**src/rtl/wts_timer_array.sv**
```systemverilog
// Multi-channel interval timer for the Wave Table Sound core.
// Each channel is an armed down-counter with a sticky expiry flag, overrun detection and address capture.
module wts_timer_array #(
    parameter int CH_NUM = 2,
    parameter int CNT_W  = 8,
    parameter int ADDR_W = 2
) (
    input  logic                       nreset,
    input  logic                       clk,
    input  logic                       tick,
    input  logic [CH_NUM*CNT_W-1:0]    reg_reload,
    input  logic [CH_NUM-1:0]          reg_enable,
    input  logic [CH_NUM-1:0]          reg_periodic,
    input  logic [CH_NUM-1:0]          reg_int_en,
    input  logic [CH_NUM-1:0]          reg_start,
    input  logic [CH_NUM-1:0]          reg_stop,
    input  logic [CH_NUM-1:0]          reg_clear,
    input  logic [CH_NUM*ADDR_W-1:0]   cap_address,
    output logic [CH_NUM*CNT_W-1:0]    count,
    output logic [CH_NUM*(ADDR_W+3)-1:0] status,
    output logic                       nint
);

    localparam int ST_W = ADDR_W + 3;

    typedef enum logic {
        IDLE,
        ARMED
    } ch_state_t;

    logic [CH_NUM-1:0] flag;

    for (genvar n = 0; n < CH_NUM; n++) begin : g_ch
        ch_state_t         state, state_nx;
        logic [CNT_W-1:0]  cnt, cnt_nx;
        logic [ADDR_W-1:0] addr, addr_nx;
        logic              flag_q, flag_nx;
        logic              ovr_q, ovr_nx;
        logic              run;
        logic              expire;
        logic [CNT_W-1:0]  reload;

        assign reload = reg_reload[n*CNT_W +: CNT_W];
        assign run    = (state == ARMED) && reg_enable[n] && tick;
        assign expire = run && (cnt == '0);

        // Priority: start overrides everything, expiry overrides clear, stop only gates the next state.
        always_comb begin
            // NOTE: every output gets a default first so no path can infer a latch.
            state_nx = state;
            cnt_nx   = cnt;
            addr_nx  = addr;
            flag_nx  = flag_q;
            ovr_nx   = ovr_q;

            if (reg_clear[n]) begin
                flag_nx = 1'b0;
                ovr_nx  = 1'b0;
            end

            if (reg_start[n]) begin
                state_nx = ARMED;
                cnt_nx   = reload;
            end else begin
                if (expire) begin
                    flag_nx = 1'b1;
                    ovr_nx  = reg_clear[n] ? 1'b0 : (ovr_q | flag_q);
                    addr_nx = cap_address[n*ADDR_W +: ADDR_W];
                    if (reg_periodic[n]) cnt_nx = reload;
                    else                 state_nx = IDLE;
                end else if (run && !reg_stop[n]) begin
                    cnt_nx = cnt - 1'b1;
                end
                if (reg_stop[n]) state_nx = IDLE;
            end
        end

        // NOTE: state registers use non-blocking assignments and an asynchronous active-low reset.
        always_ff @(posedge clk or negedge nreset) begin
            if (!nreset) begin
                state  <= IDLE;
                cnt    <= '0;
                addr   <= '0;
                flag_q <= 1'b0;
                ovr_q  <= 1'b0;
            end else begin
                state  <= state_nx;
                cnt    <= cnt_nx;
                addr   <= addr_nx;
                flag_q <= flag_nx;
                ovr_q  <= ovr_nx;
            end
        end

        assign flag[n]                   = flag_q;
        assign count[n*CNT_W +: CNT_W]   = cnt;
        assign status[n*ST_W +: ST_W]    = {flag_q, ovr_q, state == ARMED, addr};
    end

    assign nint = ~|(flag & reg_int_en);

endmodule

```
**config.mk**
```make
export PLATFORM = sky130hd
export DESIGN_NAME = wts_timer_array
export DESIGN_NICKNAME = d
export VERILOG_FILES = /design/src/rtl/wts_timer_array.sv
export SDC_FILE = /design/constraint.sdc
export NUM_CORES = 1
export LEC_CHECK = 0
export ABC_AREA = 0
export CORE_MARGIN = 5
export CORE_UTILIZATION = 30
export DETAILED_ROUTE_END_ITERATION = 6
export PLACE_DENSITY_LB_ADDON = 0.15
export SLEW_MARGIN = 20
export SYNTH_ARGS = -nofsm -noshare
export SYNTH_HDL_FRONTEND = slang
export SYNTH_SLANG_ARGS = --single-unit
```
**constraint.sdc**
```tcl
create_clock -name clk -period 2.7 [get_ports clk]
set_input_delay 0.54 -clock clk [delete_from_list [all_inputs] [get_ports clk]]
set_output_delay 0.54 -clock clk [all_outputs]
set_load 0.05 [all_outputs]
```
==> results.toml, run 1 <==
[run_status]
outcome = "complete, no violations"

[worst_setup_path]
crit_fanout = 6
cp-start-kind = "flip-flop"
critical_path.endpoint_type = "flip-flop"
setup.reg_to_reg.worst_slack_ns = 0.34
critical_path.reg2reg.endpoint = "g_ch[1].cnt[7]"
worst-endpoint-required_ns = 2.86
classification_of_the_worst_setup_path = "reg -> reg"
max_stage_delay_ns = 0.58
crit_family = "simple AND/OR/NAND/NOR gates"
critical_path.reg2reg.startpoint = "g_ch[1].cnt[0]"
reg2reg_depth = 7
path_length_in_cells_of_the_critical_path = 7
timing.critical_path.cells = "inv_1, ha_1, or4b_1, nor3_2, o21ai_0, nor2b_1, a221o_1"
timing.critical_path.slowest_stage_cell = "sky130_fd_sc_hd__or4b_1"
worstSetupEndpoint = "g_ch[1].cnt[7]"
arrival_time_at_the_worst_endpoint_ns = 2.52
critical_path.n_buffers_inverters = 1
cp-startpoint = "g_ch[1].cnt[0]"

[yosys]
synth-async-reset-ratio = 1.00
syn_inst = 194
synth_ff_type = "sky130_fd_sc_hd__dfrtp_1"
average_footprint_of_a_synthesized_cell_um2 = 8.82
synth_nets = 233
ys_seq_elements = 26
synth_enable_flop_cells = 0
post_synth_num_cell_types = 54
syn-cell-area_um2 = 1710
yosysSeqAreaShare = 0.380
yosysWarnings = 0

[clock_tree]
cts_inserted_buffers = 3
gates_resized_cts_repair = 0
clk_latency_ns = 0.27
postCtsSetupBuffers = 0
clk_transition_reported_paths_ns = 0.09
tritoncts_num_sinks = 26
clock_path_buffers = 2
cts-htree-levels = 1
cts_tree = "yes"
cts-root-buf = "sky130_fd_sc_hd__clkbuf_8"
post_cts_hold_buffer_count = 0

[place]
final_weighted_congestion_in_routability_driven_placement = 0.878
dpl.hpwl_um = 4030
io_buffers = 61
post-place-ws_ns = 0.132

[pwr]
p_per_area_nw_per_um2 = 482
p_leak_nw = 0.972
vdd.ir_drop.worst_uv = 260

[floorplanning]
rows = 27
floorplan.die.width_um = 85.5
ios = 62
die-area_um2 = 7320
start_util = 0.309
dieHeight_um = 85.5
placeableCoreArea_um2 = 5540

[sta]
final_min_period_over_clock_period = 0.873
maxSlewViolCount = 0
post-route-worst-setup-slack_ns = 0.342
timing.hold.ws_ns = 0.508
fin_skew_ns = 0.00208
final_setup_viols = 0
max_freq_mhz = 424
finalSetupTns_ns = 0
worst-slew-pin-transition_ns = 0.522
period_needed_ns = 2.36
rsz0062_at_grt = "no"
slew_headroom = 0.648
hold_viol = 0

[routing]
initial_detailed_routing_violation_count = 118
route.antenna.remaining_nets = 0
totalWireLength_um = 5120
detailedRoute.firstPassIterationCount = 4
vias = 1728
routed_via_density = 5.24
drt_drc_violations_left = 0
drt-wirelength-per-cell_um = 15.5

[global_routing]
global_route.overflow_total = 0
grt_util_all_layers = 0.143
grt_pass1_wl_um = 8580
grt_antenna_before_repair = 0
grt_start_max_net_pins = 27
number_of_global_route_vias_before_repair = 1781

[finish]
fill_cells = 553
fraction_of_the_core_area_covered_by_cells_at_the_end_of_the_flow = 0.451
flow.area_growth_from_synthesis_pct = 46.0
insertedDiodeCount = 0
post_route_cells_drive_above_1_share = 0.116
fin_nets = 298

[worst_hold_path]
hold_depth = 2
hold_path_class = "reg -> reg"

[flow_run]
timing.max_cap.violations = 0
power by group:
part           leakage (nW)  internal [mW]  switching [mW]  total [mW]
logic                 0.614          0.170           0.238       0.408
registers             0.323          0.421          0.0510       0.472
clock network        0.0357          0.198           0.127       0.325
total                 0.972          0.790           0.416        1.21
cells in the mapped netlist (all sizes together), types with 2 or more instances:
cell type / number / share of area
clkbuf: 5 / 0.011
nor4b: 2 / 0.014
inv: 11 / 0.024
o311ai: 2 / 0.010
nor2b: 6 / 0.022
mux2: 5 / 0.033
a41oi: 2 / 0.010
nor4: 8 / 0.033
o32a: 2 / 0.012
nor3: 7 / 0.023
dfrtp: 26 / 0.38
o21ai: 16 / 0.047
o22ai: 3 / 0.011
o211ai: 2 / 0.0088
nand2b: 4 / 0.016
nand3: 7 / 0.020
buf: 8 / 0.031
o2bb2ai: 2 / 0.010
or3: 2 / 0.0073
nor2: 15 / 0.034
a21o: 2 / 0.0088
nand2: 9 / 0.020
or4: 2 / 0.011
a21oi: 16 / 0.047
a211oi: 4 / 0.018
o32ai: 2 / 0.010
ha: 4 / 0.029
and4b: 2 / 0.012
state kept, by name, indices dropped and copies added, names as in the netlist:
register	count
g_ch.ovr_q	2
g_ch.state	2
g_ch.flag_q	2
g_ch.cnt	16
g_ch.addr	4
tightest hold or removal path, stage by stage, from the launching register on:
cell                      delay [ns]
sky130_fd_sc_hd__dfrtp_1        0.36
sky130_fd_sc_hd__a41oi_1        0.04
sky130_fd_sc_hd__nor2_1         0.07
layer usage:
metal  GRT usage  wire, um
met1       0.197      2390
met2       0.230      2400
met3      0.0355       301
met4      0.0230        29
met5           0         0
worst min path at each step:
stage / startpoint / to / slack (ns)
after floorplan: nreset / g_ch[0].addr[0] / 0.24
after global placement: g_ch[1].addr[0] / g_ch[1].addr[0] / 0.49
after detailed placement: g_ch[1].addr[0] / g_ch[1].addr[0] / 0.49
after CTS: g_ch[1].addr[0] / g_ch[1].addr[0] / 0.51
after global routing: g_ch[1].addr[0] / g_ch[1].addr[0] / 0.54
final: g_ch[1].ovr_q / g_ch[1].ovr_q / 0.51
through the flow:
stage	instance area, um^2	total power [mW]	std cells
6_report	2500	1.21	330
5_1_grt	2500	1.27	330
4_1_cts	2500	1.22	330
3_5_place_dp	2430	0.888	326
3_3_place_gp	2430	0.892	326
2_1_floorplan	1710	0.705	194
cell type report:
| class | count | area [um^2] | share of cell area |
|---|---|---|---|
| Tap cell | 72 | 90.1 | 0.0361 |
| Sequential cell | 26 | 651 | 0.260 |
| Clock inverter | 1 | 30.0 | 0.0120 |
| Multi-Input combinational cell | 144 | 947 | 0.379 |
| Inverter | 11 | 41.3 | 0.0165 |
| Clock buffer | 3 | 41.3 | 0.0165 |
| Timing Repair Buffer | 73 | 698 | 0.279 |
logic make-up after synthesis:
group           after synthesis  synth area share
compound gates               63             0.243
fa+ha+maj                     4            0.0292
buf+inv                      24            0.0665
flops                        26             0.380
mux                           6            0.0387
simple gates                 71             0.243
cells in the final DEF, fill, tap and decap left out, drive strengths merged, types with 3 or more instances in the layout:
cell and count:
clkdlybuf4s50 60, nand2 9, a21oi 16, nor2b 6, mux2 5, dfrtp 26
nor4 8, nor3 7, a211oi 4, o22ai 3, nor2 15, o21ai 16
buf 13, ha 4, inv 11, clkbuf 3, nand3 7, nand2b 4
Power figures use the tool's default switching activity.
==> run 2: changes to the inputs <==
--- a/config.mk
+++ b/config.mk
@@ -5,9 +5,9 @@
 export SDC_FILE = /design/constraint.sdc
 export NUM_CORES = 1
 export LEC_CHECK = 0
-export ABC_AREA = 0
+export ABC_AREA = 1
 export CORE_MARGIN = 5
-export CORE_UTILIZATION = 30
+export CORE_UTILIZATION = 45
 export DETAILED_ROUTE_END_ITERATION = 6
 export PLACE_DENSITY_LB_ADDON = 0.15
 export SLEW_MARGIN = 20
==> run 2 against run 1 <==
Via count down 3.5%. Routed wire length down 20%. Register-to-register slack better by 0.69 ns. Count of clock-buffer cells in the layout unchanged. Power up 26%. Final area down 4.2%. Core utilization up 20 points. Synthesized cell count up 24%. Clock skew about the same. Critical path type is now reg -> out.
==> results.toml, run 2 <==
[run_status]
outcome = "complete, no violations"

[worst_setup_path]
cp-start-kind = "flip-flop"
timing.critical_path.cells = "clkdlybuf4s50_1"
critical_path.reg2reg.startpoint = "g_ch[0].cnt[0]"
timing.critical_path.slowest_stage_cell = "sky130_fd_sc_hd__clkdlybuf4s50_1"
critical_path.reg2reg.endpoint = "g_ch[0].cnt[0]"
worstSetupEndpoint = "count[10]"
crit_fanout = 5
critical_path.n_buffers_inverters = 1
path_length_in_cells_of_the_critical_path = 1
classification_of_the_worst_setup_path = "reg -> out"
crit_family = "buffers and inverters"
max_stage_delay_ns = 0.85
cp-startpoint = "g_ch[1].cnt[2]"
arrival_time_at_the_worst_endpoint_ns = 1.61
setup.reg_to_reg.worst_slack_ns = 1.03
worst-endpoint-required_ns = 2.16
reg2reg_depth = 9
critical_path.endpoint_type = "primary output"

[pwr]
design_power_total_mw = 1.51
combinationalPowerShare = 0.443
pwr-share-clk = 0.213
cell_internal_pwr_uw = 893
p_per_area_nw_per_um2 = 632
power.sequential.fraction = 0.345
vdd.ir_drop.worst_uv = 352
p_sw_uw = 620
p_leak_nw = 1.19
sw_frac_of_total = 0.410

[finish]
fin_nets = 339
final_common_cell = "sky130_fd_sc_hd__nand2_1"
mostFrequentLayoutCells = "sky130_fd_sc_hd__nand2_1, sky130_fd_sc_hd__clkdlybuf4s50_1, sky130_fd_sc_hd__inv_1"
ff_latch_area_um2 = 651
largest_register_ffs = 16
flow.area_growth_from_synthesis_pct = 38.9
insertedDiodeCount = 0
multi_input_comb_area_um2 = 885
fill_cells = 340
max_flop_register = "g_ch.cnt"
post_route_cells_drive_above_1_share = 0.0903
top_regs = "g_ch.cnt: 16 flops, g_ch.addr: 4 flops"
layoutNonFillerInstCount = 347

[yosys]
syn_inst = 241
synthTopCellsByCount = "sky130_fd_sc_hd__nand2_1, sky130_fd_sc_hd__inv_1, sky130_fd_sc_hd__dfrtp_1, sky130_fd_sc_hd__o21ai_0, sky130_fd_sc_hd__nand3_1"
ys_seq_elements = 26
yosysSeqAreaShare = 0.377
average_footprint_of_a_synthesized_cell_um2 = 7.15
post_synth_num_cell_types = 26
synthMostInstantiatedCell = "sky130_fd_sc_hd__nand2_1"
netlist.top_cell.by_area = "sky130_fd_sc_hd__dfrtp_1"
yosysWarnings = 0
synth_nets = 280
synth-async-reset-ratio = 1.00
synth.area.top_cells = "sky130_fd_sc_hd__dfrtp_1, sky130_fd_sc_hd__nand2_1, sky130_fd_sc_hd__inv_1"
synth_enable_flop_cells = 0
synth_top_area_share = 0.377
syn-cell-area_um2 = 1720
synth_ff_type = "sky130_fd_sc_hd__dfrtp_1"

[routing]
initial_detailed_routing_violation_count = 90
route.antenna.remaining_nets = 0
drt_drc_violations_left = 0
drt-wirelength-per-cell_um = 11.8
detailedRoute.firstPassIterationCount = 4
totalWireLength_um = 4090
routed_via_density = 4.81
vias = 1668

[global_routing]
grt_util_all_layers = 0.166
global_route.overflow_total = 0
grt_pass1_wl_um = 6980
number_of_global_route_vias_before_repair = 1575
grt_antenna_before_repair = 0
grt_start_max_net_pins = 27

[place]
io_buffers = 61
dpl.hpwl_um = 3200
final_weighted_congestion_in_routability_driven_placement = 0.872
place.detailed.instances = 343

[sta]
timing.hold.ws_ns = 0.492
slew_headroom = 0.654
final_min_period_over_clock_period = 0.795
period_needed_ns = 2.15
hold_viol = 0
maxSlewViolCount = 0
final_setup_viols = 0
finalSetupTns_ns = 0
max_freq_mhz = 466
rsz0062_at_grt = "no"
worst-slew-pin-transition_ns = 0.517
fin_skew_ns = 0.00198

[floorplanning]
die-area_um2 = 5170
rows = 22
placeableCoreArea_um2 = 3690
dieHeight_um = 71.9
floorplan.die.width_um = 71.9
ios = 62
start_util = 0.467

[flow_run]
timing.max_cap.violations = 0

[clock_tree]
tritoncts_num_sinks = 26
postCtsSetupBuffers = 0
cts-htree-levels = 1
clk_latency_ns = 0.27
cts-root-buf = "sky130_fd_sc_hd__clkbuf_8"
clk_transition_reported_paths_ns = 0.09
cts_inserted_buffers = 3
cts_tree = "yes"
gates_resized_cts_repair = 0
post_cts_hold_buffer_count = 0
clock_path_buffers = 2

[worst_hold_path]
hold_path_class = "reg -> reg"
## run 2: cell types whose count changed after synthesis, sizes merged, moves of 5 or more
cell,previous run,this run
clkbuf,5,0
nor4,8,0
mux2,5,0
a21oi,16,1
nand3,7,14
inv,11,30
xor2,0,5
nor3,7,0
nor2b,6,0
nand2,9,104
## run 2: worst min path at each step
| stage | from | endpoint | slack (ns) | cells past startpoint |
|---|---|---|---|---|
| final | g_ch[1].addr[1] | g_ch[1].addr[1] | 0.49 | 2 |
| after global routing | g_ch[1].addr[1] | g_ch[1].addr[1] | 0.52 | 2 |
| after CTS | g_ch[1].addr[1] | g_ch[1].addr[1] | 0.50 | 2 |
| after detailed placement | g_ch[1].addr[1] | g_ch[1].addr[1] | 0.48 | 2 |
| after global placement | g_ch[1].addr[0] | g_ch[1].addr[0] | 0.47 | 2 |
| after floorplan | nreset | g_ch[0].addr[0] | 0.24 | 0 |
## run 2: cell type report
| cell class | count | area share |
|---|---|---|
| Inverter | 30 | 0.0470 |
| Timing Repair Buffer | 62 | 0.257 |
| Clock buffer | 3 | 0.0172 |
| Sequential cell | 26 | 0.272 |
| Tap cell | 48 | 0.0251 |
| Clock inverter | 1 | 0.0125 |
| Multi-Input combinational cell | 177 | 0.369 |
## run 2: power groups by stage
| stage | Clock, mW | Sequential, mW | Combinational, mW |
|---|---|---|---|
| 2_1_floorplan | 0 | 0.706 | 0.266 |
| 3_3_place_gp | 0 | 0.527 | 0.664 |
| 3_5_place_dp | 0 | 0.529 | 0.672 |
| 4_1_cts | 0.329 | 0.522 | 0.676 |
| 5_1_grt | 0.341 | 0.533 | 0.732 |
| 6_report | 0.322 | 0.521 | 0.670 |
## run 2: stage by stage
step           worst slack [ns]  instance area, um^2   util
2_1_floorplan             0.936                 1720      -
3_3_place_gp              0.743                 2320  0.630
3_5_place_dp              0.737                 2320  0.630
4_1_cts                   0.538                 2390  0.649
5_1_grt                   0.509                 2390  0.649
6_report                  0.552                 2390  0.649
## run 2: worst reg2reg max path: stages, from the launching register on
cell	delay, ns
sky130_fd_sc_hd__dfrtp_1	0.42
sky130_fd_sc_hd__inv_1	0.14
sky130_fd_sc_hd__ha_1	0.16
sky130_fd_sc_hd__nand3_1	0.09
sky130_fd_sc_hd__nor2_1	0.16
sky130_fd_sc_hd__nand4_1	0.17
sky130_fd_sc_hd__nand2_2	0.21
sky130_fd_sc_hd__inv_2	0.10
sky130_fd_sc_hd__nand2_1	0.08
sky130_fd_sc_hd__nand2_1	0.05
## run 2: routing by layer
metal / vias to the layer above / wire (um) / share of wire / GRT usage
li1: 859 / - / - / -
met1: 762 / 1910 / 0.47 / 0.216
met2: 45 / 1880 / 0.46 / 0.280
met3: 2 / 283 / 0.069 / 0.0485
met4: 0 / 22 / 0.0054 / 0.0271
met5: - / 0 / 0 / 0
## run 2: kinds of logic after synthesis
| logic type | synth area share |
|---|---|
| buffers and inverters | 0.110 |
| xor gates and xnor gates | 0.0356 |
| and+or+nand+nor | 0.356 |
| DFF | 0.377 |
| adders and majority gates | 0.0290 |
| AOI/OAI and AO/OA | 0.0929 |
